`config.mk`:
```
export PLATFORM = sky130hd
export DESIGN_NAME = async_handshake_tx
export DESIGN_NICKNAME = d
export VERILOG_FILES = /design/src/rtl/async_handshake_tx_pkg.sv /design/src/rtl/async_handshake_tx_sync_chain.sv /design/src/rtl/async_handshake_tx.sv
export SDC_FILE = /design/constraint.sdc
export NUM_CORES = 1
export LEC_CHECK = 0
export ABC_AREA = 1
export BUFFER_PORTS_ARGS = -buffer_cell sky130_fd_sc_hd__buf_2
export CORE_MARGIN = 2
export CORE_UTILIZATION = 30
export CTS_BUF_LIST = sky130_fd_sc_hd__clkbuf_16
export CTS_CLUSTER_DIAMETER = 100
export DETAILED_ROUTE_END_ITERATION = 8
export PLACE_DENSITY = 0.54
export SYNTH_ARGS = -nofsm -noshare
export SYNTH_HDL_FRONTEND = slang
export SYNTH_SLANG_ARGS = --single-unit
export TNS_END_PERCENT = 100
```
`constraint.sdc`:
```
create_clock -name clk -period 1.6 [get_ports clk]
set_input_delay 0.08 -clock clk [delete_from_list [all_inputs] [get_ports clk]]
set_output_delay 0.08 -clock clk [all_outputs]
set_load 0.03 [all_outputs]
```
`src/rtl/async_handshake_tx_pkg.sv`:
```
// Shared definitions for the pad-side 4-phase transmitter: state encoding,
// synchronizer depth default and timeout counter sizing.
package async_handshake_tx_pkg;

    typedef enum logic [1:0] {
        IDLE   = 2'd0,
        SETUP  = 2'd1,
        REQ_HI = 2'd2,
        REQ_LO = 2'd3
    } state_t;

    localparam int DEFAULT_SYNC_STAGES    = 2;
    localparam int DEFAULT_TIMEOUT_CYCLES = 255;

    function automatic int tmo_cnt_w(input int timeout_cycles);
        return $clog2(timeout_cycles + 1);
    endfunction

    localparam int TMO_CNT_W = tmo_cnt_w(DEFAULT_TIMEOUT_CYCLES);

endpackage

```
`src/rtl/async_handshake_tx_sync_chain.sv`:
```
// N-deep single-bit synchronizer with active-low asynchronous clear, meant
// for any asynchronous level arriving at the pad boundary.
module async_handshake_tx_sync_chain
    import async_handshake_tx_pkg::*;
#(
    parameter int STAGES = DEFAULT_SYNC_STAGES
) (
    input  logic i_clk,
    input  logic i_rst_n,
    input  logic i_d,
    output logic o_q
);

    logic [STAGES-1:0] r_sync;

    always_ff @(posedge i_clk or negedge i_rst_n) begin
        if (!i_rst_n) begin
            r_sync <= '0;
        end else begin
            r_sync <= {r_sync[STAGES-2:0], i_d};
        end
    end

    assign o_q = r_sync[STAGES-1];

endmodule

```
`src/rtl/async_handshake_tx.sv`:
```
// Clock-domain word -> off-chip 4-phase req/ack transmitter.
// Optional watchdog on the handshake waits: ASYNC_HANDSHAKE_TX_TIMEOUT_EN.
module async_handshake_tx
    import async_handshake_tx_pkg::*;
#(
    parameter int DATA_W         = 8,
    parameter int SETUP_CYCLES   = 1,
    parameter int SYNC_STAGES    = DEFAULT_SYNC_STAGES,
    parameter int TIMEOUT_CYCLES = DEFAULT_TIMEOUT_CYCLES
) (
    input  logic              clk,
    input  logic              reset_n,
    input  logic              in_valid,
    input  logic [DATA_W-1:0] in_data,
    output logic              in_ready,
    output logic              tx_req,
    output logic [DATA_W-1:0] tx_data,
    input  logic              tx_ack,
    output logic              busy,
    output logic              done,
    output logic              error,
    output logic [1:0]        dbg_state
);

    // Producer side: a word moves when in_valid && in_ready at a rising edge;
    // in_ready is held low from that edge until the done edge, and the
    // producer keeps in_valid/in_data stable until it sees in_ready.
    localparam int SETUP_W = (SETUP_CYCLES > 1) ? $clog2(SETUP_CYCLES) : 1;

    state_t              r_state, w_state_nxt;
    logic [SETUP_W-1:0]  r_setup_cnt, w_setup_nxt;
    logic                r_tx_req, w_req_nxt;
    logic [DATA_W-1:0]   r_tx_data, w_data_nxt;
    logic                r_in_ready, w_ready_nxt;
    logic                r_done, w_done_nxt;
    logic                w_ack_s;

`ifdef ASYNC_HANDSHAKE_TX_TIMEOUT_EN
    localparam int             TMO_W    = tmo_cnt_w(TIMEOUT_CYCLES);
    localparam logic [TMO_W-1:0] TMO_LAST = TMO_W'(TIMEOUT_CYCLES - 1);

    logic [TMO_W-1:0] r_tmo_cnt, w_tmo_nxt;
    logic             r_abort, w_abort_nxt;
    logic             r_error, w_err_nxt;
    logic             w_tmo_expired;

    assign w_tmo_expired = (r_tmo_cnt == TMO_LAST);
`endif

    async_handshake_tx_sync_chain #(
        .STAGES (SYNC_STAGES)
    ) u_ack_sync (
        .i_clk   (clk),
        .i_rst_n (reset_n),
        .i_d     (tx_ack),
        .o_q     (w_ack_s)
    );

    always_ff @(posedge clk or negedge reset_n) begin
        if (!reset_n) begin
            r_state     <= IDLE;
            r_setup_cnt <= '0;
            r_tx_req    <= 1'b0;
            r_tx_data   <= '0;
            r_in_ready  <= 1'b0;
            r_done      <= 1'b0;
`ifdef ASYNC_HANDSHAKE_TX_TIMEOUT_EN
            r_tmo_cnt   <= '0;
            r_abort     <= 1'b0;
            r_error     <= 1'b0;
`endif
        end else begin
            r_state     <= w_state_nxt;
            r_setup_cnt <= w_setup_nxt;
            r_tx_req    <= w_req_nxt;
            r_tx_data   <= w_data_nxt;
            r_in_ready  <= w_ready_nxt;
            r_done      <= w_done_nxt;
`ifdef ASYNC_HANDSHAKE_TX_TIMEOUT_EN
            r_tmo_cnt   <= w_tmo_nxt;
            r_abort     <= w_abort_nxt;
            r_error     <= w_err_nxt;
`endif
        end
    end

    always_comb begin
        w_state_nxt = r_state;
        w_setup_nxt = r_setup_cnt;
        w_req_nxt   = r_tx_req;
        w_data_nxt  = r_tx_data;
        w_ready_nxt = r_in_ready;
        w_done_nxt  = 1'b0;
`ifdef ASYNC_HANDSHAKE_TX_TIMEOUT_EN
        w_tmo_nxt   = '0;
        w_abort_nxt = r_abort;
        w_err_nxt   = 1'b0;
`endif
        case (r_state)
            IDLE: begin
                w_ready_nxt = 1'b1;
                if (in_valid && r_in_ready) begin
                    w_data_nxt  = in_data;
                    w_ready_nxt = 1'b0;
                    w_setup_nxt = SETUP_W'(SETUP_CYCLES - 1);
                    w_state_nxt = SETUP;
                end
            end
            SETUP: begin
                // A stale ack from the previous word holds off the new request.
                if (r_setup_cnt != '0) begin
                    w_setup_nxt = r_setup_cnt - 1'b1;
                end else if (!w_ack_s) begin
                    w_req_nxt   = 1'b1;
                    w_state_nxt = REQ_HI;
                end
            end
            REQ_HI: begin
`ifdef ASYNC_HANDSHAKE_TX_TIMEOUT_EN
                w_tmo_nxt = r_tmo_cnt + 1'b1;
`endif
                if (w_ack_s) begin
                    w_req_nxt   = 1'b0;
                    w_state_nxt = REQ_LO;
`ifdef ASYNC_HANDSHAKE_TX_TIMEOUT_EN
                    w_tmo_nxt   = '0;
                end else if (w_tmo_expired) begin
                    w_req_nxt   = 1'b0;
                    w_err_nxt   = 1'b1;
                    w_abort_nxt = 1'b1;
                    w_state_nxt = REQ_LO;
                    w_tmo_nxt   = '0;
`endif
                end
            end
            REQ_LO: begin
`ifdef ASYNC_HANDSHAKE_TX_TIMEOUT_EN
                w_tmo_nxt = r_tmo_cnt + 1'b1;
`endif
                if (!w_ack_s) begin
                    // A word whose request timed out is dropped, not completed.
`ifdef ASYNC_HANDSHAKE_TX_TIMEOUT_EN
                    w_done_nxt  = !r_abort;
                    w_abort_nxt = 1'b0;
                    w_tmo_nxt   = '0;
`else
                    w_done_nxt  = 1'b1;
`endif
                    w_ready_nxt = 1'b1;
                    w_state_nxt = IDLE;
`ifdef ASYNC_HANDSHAKE_TX_TIMEOUT_EN
                end else if (w_tmo_expired) begin
                    w_err_nxt   = 1'b1;
                    w_abort_nxt = 1'b0;
                    w_ready_nxt = 1'b1;
                    w_state_nxt = IDLE;
                    w_tmo_nxt   = '0;
`endif
                end
            end
            default: w_state_nxt = IDLE;
        endcase
    end

    assign in_ready  = r_in_ready;
    assign tx_req    = r_tx_req;
    assign tx_data   = r_tx_data;
    assign done      = r_done;
    assign busy      = (r_state != IDLE);
    assign dbg_state = r_state;

`ifdef ASYNC_HANDSHAKE_TX_TIMEOUT_EN
    assign error = r_error;
`else
    // No watchdog: TIMEOUT_CYCLES is non-negative, so this is constant 0.
    assign error = (TIMEOUT_CYCLES < 0);
`endif

endmodule

```
# == Word-level counts from Yosys, hierarchy flattened ==
# Index checks and enable logic that the tools add are counted.
# word_totals
output_inout_bits,15
in_bits,12
ramBits,0
register_bits,16
rom_bits,0
latch_bits,0
memories,0
# op_classes
muxes,17
div_mod_pow,0
eq_ne,8
bitwise,0
order_cmp,0
n_shift,0
multipliers,0
n_reduce_logical,11
n_addsub,1
# op_table
cell,count
$mux W2,5
$mux W1,8
$ne A2 B2 Y1 const B,4
$pmux W2 S4,1
$reduce_bool A2 Y1,4
$pmux W1 S2,3
$reduce_and A2 Y1,3
$reduce_and A5 Y1,1
$eq A2 B2 Y1 const B,2
$reduce_and A4 Y1,1
$eq A2 B1 Y1 const B,1
$logic_not A2 Y1,1
$ne A2 B1 Y1 const B,1
$logic_and A1 B1 Y1,1
$sub A1 B1 Y1 const B,1

# == Logic depth before layout (Yosys ltp) ==
# Gate-level depths: netlist (run 1).
# depth
ltp_word,3
mapped_depth,8
mapped_depth_nobuf,8

# == Modules after synthesis ==
# Synthesis (run 1) repeated with hierarchy kept, for this count alone.
# hier_totals
cells_unflattened,77
area_unflattened_um2,749.5
# by_module_without_submodules
module,seq_area_each_um2,area_each_um2,instances,cells_each
async_handshake_tx,325.3,699.4,1,75
async_handshake_tx_sync_chain,50.0,50.0,1,2

# == Worst setup path before layout (run 1) ==
# No wires, ideal clock.
# synth_path
path_type,reg2reg
startpoint,reg r_state[0] (netlist: dbg_state[0])
endpoint,reg r_state[0] (netlist: dbg_state[0])
n_path_buf,0
setup_slack_ps,122
arrival_time_ps,1359
required_time_ps,1482
stages_incl_launch_ff,7
cell_sequence,dfrtp_1 inv_1 ha_1 inv_1 nand2_1 nand4_1 nand2_1
# synth_between
elab_chain_cells,3
word_cells_on_any_way,11
classes_between,eq/ne: 8; mux: 1; reduce/logical: 2
# synth_rtl
item,line,rtl
from (decl),async_handshake_tx.sv:30,"state_t r_state, w_state_nxt;"
from (signal assigned),async_handshake_tx.sv:73,r_state <= w_state_nxt;
"$eq A2 B1 Y1, or another cell as far along",async_handshake_tx.sv:99,case (r_state)
$ne A2 B2 Y1 (no source line) or $ne A2 B1 Y1 (tied branches),-,
$reduce_and A5 Y1 (no source line),-,
# Several ways; a longest one is shown, not always the timed one.
# A chain may end at the register's enable or synchronous reset.

# == Final worst setup path (run 1) ==
# layout_path
startpoint,reg r_state[0] (netlist: dbg_state[0])
endpoint,out busy
# layout_between
elab_chain_cells,1
# layout_rtl
item,line,rtl
$reduce_bool A2 Y1,async_handshake_tx.sv:169,assign busy = (r_state != IDLE);
to (decl),async_handshake_tx.sv:19,"output logic busy,"
# No other way between the ends.

==> results of run 1 <==
==> through the flow <==
stage / hold WS [ns] / total power [mW]
6_report: 0.0738 / 2.11
5_1_grt: 0.0724 / 2.27
4_1_cts: 0.0695 / 2.14
3_5_place_dp: 0.00796 / 1.63
3_3_place_gp: 0.00345 / 1.62
2_1_floorplan: -0.216 / 1.38
==> how the worst min path moves through the flow <==
stage,to,slack (ns),cells past startpoint
2_1_floorplan,dbg_state[0]$_DFFE_PN0P_,-0.22,0
3_3_place_gp,tx_req$_DFFE_PN0P_,0.003,1
3_5_place_dp,tx_req$_DFFE_PN0P_,0.008,1
4_1_cts,tx_data[3]$_DFFE_PN0P_,0.07,3
5_1_grt,tx_data[3]$_DFFE_PN0P_,0.07,3
6_report,tx_data[3]$_DFFE_PN0P_,0.07,3
==> sequential cells by signal (all words and copies together) (netlist names) <==
signal             cells
tx_data                8
u_ack_sync.r_sync      2
done                   1
in_ready               1
dbg_state              2
tx_req                 1
==> synth_stat cells, drive strengths merged <==
master / instances / area (µm²)
conb: 1 / 3.75
dfrtp: 15 / 375
o211ai: 1 / 7.51
o21ai: 11 / 85.1
nand3: 2 / 22.5
inv: 16 / 60.1
ha: 4 / 50.1
nand2: 19 / 71.3
nor2: 1 / 3.75
buf: 2 / 18.8
nand4: 2 / 12.5
==> power by group through the flow <==
stage / registers [mW] / clock network (mW) / logic [mW]
after global routing: 0.667 / 0.520 / 1.09
after global placement: 0.642 / 0 / 0.980
after CTS: 0.647 / 0.502 / 0.990
after detailed placement: 0.651 / 0 / 0.984
after floorplan: 0.931 / 0 / 0.449
final: 0.646 / 0.484 / 0.976
==> critical path, cell delays in order, from the launching register on <==
cell,delay [ns]
dfrtp_1,0.42
inv_1,0.09
ha_1,0.26
inv_1,0.10
buf_2,0.20
==> layout make-up <==
class	instances	area share
inverters	16	0.0632
clock buffers	3	0.0789
repair buffers	27	0.153
multi-input cells	41	0.270
well taps	28	0.0368
flip-flops and latches	15	0.395
clock inverters	1	0.00395
==> placed cells by master (no fill, tap or decap), drive strengths merged <==
| master | count |
|---|---|
| buf | 25 |
| nand2 | 19 |
| inv | 17 |
| dfrtp | 15 |
| o21ai | 11 |
| ha | 4 |
| clkbuf | 3 |
| nand4 | 2 |
| dlygate4sd3 | 2 |
| nand3 | 2 |
| nor2 | 1 |
| o211ai | 1 |
| conb | 1 |
==> what timing repair did <==
| action | in CTS | in global routing |
|---|---|---|
| hold buffers | 2 | 0 |
| setup buffers | 0 | 0 |
| hold endpoints to repair | 16 | 0 |
==> routing by layer <==
layer | global-route usage | routed length, µm
met1 | 0.139 | 591
met4 | 0.0513 | 9
met2 | 0.148 | 550
met5 | 0 | 0
met3 | 0.0629 | 121
==> kinds of logic after synthesis <==
family / synth area share
and+or+nand+nor: 0.155
buffers and inverters: 0.111
DFF: 0.528
AOI/OAI and AO/OA: 0.130
adders and majority gates: 0.0704
other: 0.00528
==> impl.org, run 1 <==
** Cells and area
- The number of antenna diodes in the final layout is 0.
- Area used by multi-input combinational logic :: 256 µm²
- The net count of the finished layout is 120.
- Synthesis-to-finish area growth :: 33.8%
- Sequential cell area :: 375 µm²
- Fill cells in the final layout number 235.
- At the end of the flow the core is filled with cells to 0.426.
- Final cell count without fillers :: 131
- Of the cells placed in the final design, the portion with a size suffix greater than 1 is 0.359.
- Layout Cell Area excl Fill :: 951 µm²

** Drt
- Number of DRC violations after detailed routing :: 0
- The first TritonRoute pass finished after 3 iterations.
- Total wirelength of the detailed-routed design :: 1.27 mm
- Vias post-DR :: 540
- After the first detailed-routing iteration, the DRC count stood at 6.
- Ratio of routed vias to standard cells :: 4.12
- Drt wl/cell :: 9.71 µm
- Number of nets still failing antenna checks after routing :: 0

** Timing
- The number of failing hold endpoints at the final stage was 0.
- On the final layout, the worst clock skew is 0.00209 ns.
- Unrepaired setup endpoints after global routing :: false
- Share of the clock period used by the worst path after layout :: 0.877
- Setup-failing EPs final :: 0
- In the final timing run, aggregate negative setup slack is 0 ns.
- The worst path meets setup with 0.197 ns of slack.
- The number of pins exceeding their max-slew limit in the final report came to 0.
- For this run, the top clock speed supported by timing is 713 MHz.
- Clock period minus worst slack :: 1.40 ns

** Floorplan
- Width of the die :: 52.7 µm
- Die Footprint :: 0.00277 mm²
- Floorplan Core Area :: 0.00223 mm²
- In this run the count of I/O pins placed on the die edge is 27.
- Site row count :: 17
- Initial Utilization :: 0.318
- Overall die height :: 52.7 µm

** Placed design
- Input/output buffers :: 25
- Placed wire-length estimate after detailed placement :: 936 µm
- Worst slack, placed :: 0.278 ns
- Cell Count Post-Placement :: 125
- At the end of routability-driven placement, the weighted congestion stood at 0.730.
- The placed instances occupy a cell area of 852 µm².

** Power and ir drop
- The internal portion of the total power is 1.17 mW.
- Clock share of power :: 0.230
- Switching Share :: 0.444
- Share of total power in sequential cells :: 0.307
- For this design the total switching power over the nets is 0.934 mW.
- The worst-case IR drop observed on VDD is 1.14 mV.
- Total power per unit cell area :: 2210 mW/mm²
- P_leak :: 0.534 nW
- Of the total power, combinational logic draws 0.464.

** Synthesis
- The synthesized netlist occupies a cell area of 711 µm².
- Synthesis produced a netlist with a net count of 90.
- Syn avg cell area :: 9.60 µm²
- Register bit count reported by yosys :: 15
- For this run, the register share of the synthesized area comes to 0.528.
- In this run, distinct cell masters in the synthesized netlist total 14.
- Counting every instance in the synthesized netlist gives 74.
- For this run, the number of Yosys warnings is 0.

** GRT
- The via count of the first global-routing pass was 465.
- Antenna violations before repair :: 0
- Entering global routing, the biggest net connects 17 pins.
- The first global-routing pass estimated 2.10 mm of wire.
- Total routing usage reported by global routing :: 0.110
- Overflow left after global routing :: 0

** Critical path
- Worst reg2reg setup slack :: 0.30 ns
- Crit Reg-Reg Endpoint :: tx_data[0]$_DFFE_PN0P_
- The critical path is of the flip-flop to output pin type.
- CP Capture Type :: output pin
- Startpoint class of the critical path :: flip-flop
- Worst r2r path cells :: 5
- Worst endpoint data arrival time :: 1.32 ns
- The most critical setup path has its endpoint at busy.
- The startpoint identified for the worst register-to-register timing path is dbg_state[0]$_DFFE_PN0P_.
- Setup crit start :: dbg_state[0]$_DFFE_PN0P_
- Critical path data required time :: 1.52 ns
- Along the worst path, the maximum fanout reaches 5.

** Min path
- The startpoint identified for the worst hold timing path is in_data[3].
- The worst hold path belongs to the class input pin to flip-flop.

** Clocking
- Counting along the longest clock path gives a buffer depth of 2.
- Clock buffers created by TritonCTS :: 3
- Clock-pin slew was measured on the worst setup and hold paths at 0.05 ns.
- TritonCTS built the clock tree.
- Post-cts sizing count :: 0
- The tree built by TritonCTS fans out to 15 sinks.
- Clock insertion delay at the later pin of the skew report :: 0.24 ns
- CTS placed an instance of clkbuf_16 at the clock tree root.
- Max H-tree Level :: 1

** Flow run
- Across the run, the number of max-cap violations was 0.

** Outcome
- The flow ran to the end, and the final reports show no timing, DRC or antenna violations.
Power figures use the tool's default switching activity.
==> inputs of run 2 (changes only) <==
Settings changed: CORE_UTILIZATION 30 to 47, PLACE_DENSITY 0.54 to 0.77, RECOVER_POWER set to 25, SYNTH_HIERARCHICAL set to 1.
==> impl.org, run 2 <==
** Placed design
- Placer Congestion :: 0.793 (+8.7%)
- DP Area :: 876 µm² (+2.8%)
- The half-perimeter wire length after detailed placement came to 898 µm (-4.1%).
- Input/output buffers :: 25 (unchanged)
- Cell Count Post-Placement :: 116 (-7.2%)

** Critical path
- The required time of the worst setup path came to 1.52 ns (about the same).
- The worst setup path is launched from a flip-flop.
- The worst setup path is of the flip-flop to output pin kind.
- The signal on the critical path passes through inv_1 -> ha_1 -> inv_1 -> buf_2.
- In this design, the critical path's most frequently occurring cell is inv_1.
- The buffers plus inverters on the worst setup path was 3 (unchanged).
- Category of cells accounting for the largest share of critical-path delay :: buffers and inverters
- The data arrival time of the critical path was 1.32 ns (about the same).
- The critical-path maximum fanout is 5 (unchanged).
- Crit path largest cell delay :: 0.40 ns (-0.02 ns)
- CP Capture Type :: output pin
- The slowest stage of the critical path is the dfrtp_1 cell.

** Timing
- Least-Margin Pin Slew :: 0.769 ns
- Share of the clock period used by the worst path after layout :: 0.877 (about the same)
- Setup repair after global routing left no endpoint under its margin.
- The post-route minimum period was 1.40 ns (-0.000233 ns).
- Number of hold violations in the final report :: 0 (unchanged)
- Worst slew margin :: 0.488
- Final number of max-transition violations :: 0 (unchanged)
- Maximum clock frequency :: 713 MHz (about the same)
- Setup-failing EPs final :: 0 (unchanged)
- Setup clock skew after layout :: 0.00126 ns (-0.000826 ns)
- The total negative slack was 0 ns (unchanged).

** Synthesis
- Register area share after synthesis :: 0.501 (-0.0273)
- The number of synthesized flops with an enable pin is 0 (unchanged).
- The yosys synthesis warning count is 6 (+6).
- Cell variety after synth :: 17 (+3)
- Cell accounting for the most synthesized area :: dfrtp_1
- For this run, the leading register cell type out of synthesis is dfrtp_1.
- Mapped Cells :: 77 (+4.1%)
- Syn Std Cell Area :: 749 µm² (+5.5%)
- Leading post-synthesis cells by cell area :: dfrtp_1, ha_1, o21ai_2, inv_1, nand2_1
- Mapped Nets :: 95 (+5.6%)
- Syn avg cell area :: 9.73 µm² (+1.3%)
- Proportion of register bits with asynchronous set or reset after synthesis :: 1.00 (unchanged)
- The synthesis-stage register bit count is 15 (unchanged).
- The fraction of synthesized cell area taken by the top area cell type is 0.501 (-0.0273).
- Sorting the synthesized cells by how often they occur yields inv_1, nand2_1, dfrtp_1.

** Clocking
- Clock transition at the registers of the reported paths :: 0.05 ns (about the same)
- The clock latency at the later pin of the worst-skew pair is 0.24 ns (about the same).
- Clock root buffer :: clkbuf_16
- Clock tree from TritonCTS :: yes
- Sinks on Clock Net :: 15 (unchanged)
- The number of H-tree levels was 1 (unchanged).
- The post-cts gate resize count is 0 (unchanged).
- Total of hold buffers inserted after clock tree synthesis :: 2 (unchanged)
- The setup fix buffers added after clock tree synthesis came to 0 (unchanged).
- Clock buffers created by TritonCTS :: 3 (unchanged)
- The largest buffer count on any clock path is 2 (unchanged).

** Drt
- Ratio of routed vias to standard cells :: 4.63 (+12%)
- Number of DRC violations after detailed routing :: 0 (unchanged)
- Total wirelength of the detailed-routed design :: 1.21 mm (-4.6%)
- The total iterations of the first detailed-routing run was 4 (+1).
- The detailed-route via count came to 565 (+4.6%).
- DRC violation total after the first TritonRoute iteration :: 13 (+7)
- Drt wl/cell :: 9.95 µm (+2.5%)
- The antenna violation net count after detailed routing is 0 (unchanged).

** Floorplan
- Initial Utilization :: 0.498 (+0.179)
- The I/O pin total came to 27 (unchanged).
- The total number of placement rows came to 14 (-3).
- Die Footprint :: 0.00193 mm² (-30%)
- The core box area was 0.00151 mm² (-33%).
- The floorplan die width is 43.9 µm (-17%).
- The die height was 43.9 µm (-17%).

** Cells and area
- Area used by multi-input combinational logic :: 295 µm² (+15%)
- Max reg flops :: 8 (unchanged)
- Final #Nets :: 125 (+4.2%)
- The count of inserted antenna diode cells came to 0 (unchanged).
- Leaving out fill and tap cells, the most frequent cell in the layout is buf_2.
- Final cell count without fillers :: 122 (-6.9%)
- Number of filler instances in the final layout :: 126 (-46%)
- Synthesis-to-finish area growth :: 29.9%
- Most frequent cells in the layout :: buf_2, inv_1, nand2_1
- The post-route standard cell area excluding fillers was 973 µm² (+2.4%).
- The share of layout cells above drive strength 1 is 0.358 (-0.000733).
- The combined flip-flop and latch cell area came to 375 µm² (unchanged).

** Power and ir drop
- Final Total Pwr :: 2.15 mW (+2.3%)
- The leakage power summed over all cells came to 0.545 nW (+2.2%).
- The worst supply voltage drop on vdd was 1.16 mV (+1.9%).
- The power density over the cells was 2210 mW/mm² (about the same).

** GRT
- Number of global-route vias before repair :: 492 (+5.8%)
- The pin count of the biggest net entering global routing was 17 (unchanged).
- The wire length of the first global-routing pass came to 2.05 mm (-2.3%).
- Total routing usage reported by global routing :: 0.153 (+0.0435)
- Antenna violations before repair :: 0 (unchanged)
- Overflow left after global routing :: 0 (unchanged)

** Outcome
- Run status :: completed

** Flow run
- Max-capacitance violation count :: 0 (unchanged)

** Min path
- Tightest Hold Check Type :: input pin to flip-flop
==> run 2: cells by family after synthesis <==
family,Yosys count,synth area share
and+or+nand+nor,24,0.159
buffers and inverters,18,0.105
DFF,15,0.501
AOI/OAI and AO/OA,13,0.130
adders and majority gates,6,0.100
other,1,0.00500
==> run 2: routing by layer <==
layer | track usage | up-vias | part of all wire
met3 | 0.0667 | 2 | 0.068
met1 | 0.195 | 253 | 0.44
li1 | - | 294 | -
met5 | 0 | - | 0
met4 | 0.0909 | 0 | 0.016
met2 | 0.215 | 16 | 0.47
==> run 2: final cells by class <==
class / count / share of cell area
Timing Repair Buffer: 27 / 0.148
Clock inverter: 1 / 0.00386
Clock buffer: 3 / 0.0771
Sequential cell: 15 / 0.386
Inverter: 16 / 0.0617
Multi-Input combinational cell: 44 / 0.303
Tap cell: 16 / 0.0206
==> run 2: through the flow <==
step	worst slack, ns	util	hold WS, ns
after floorplan	0.148	-	-0.216
after global placement	0.306	0.581	-0.00567
after detailed placement	0.230	0.581	0.00216
after CTS	0.192	0.647	0.0720
after global routing	0.102	0.646	0.0829
final	0.197	0.646	0.0734
==> run 2: worst paths after layout <==
kind	to	from	slack, ns	cells after the start
max in group asynchronous	dbg_state[0]$_DFFE_PN0P_	reset_n	0.68	2
max reg2reg	tx_data[6]$_DFFE_PN0P_	dbg_state[0]$_DFFE_PN0P_	0.25	5
min reg2reg	u_ack_sync/r_sync[1]$_DFF_PN0_	u_ack_sync/r_sync[0]$_DFF_PN0_	0.35	0
max	busy	dbg_state[0]$_DFFE_PN0P_	0.20	4
min	tx_data[6]$_DFFE_PN0P_	in_data[6]	0.07	3
min in group asynchronous	tx_data[3]$_DFFE_PN0P_	reset_n	0.44	2
==> run 2: worst min-delay path, delay by kind of cell <==
kind | cells | cell delay (ns)
buffers and inverters | 2 | 0.14
AOI/OAI and AO/OA | 1 | 0.05
==> run 2: power by group <==
part | switching (mW) | internal [mW] | total [mW]
sequential | 0.106 | 0.531 | 0.637
clock | 0.146 | 0.330 | 0.476
combinational | 0.702 | 0.339 | 1.04
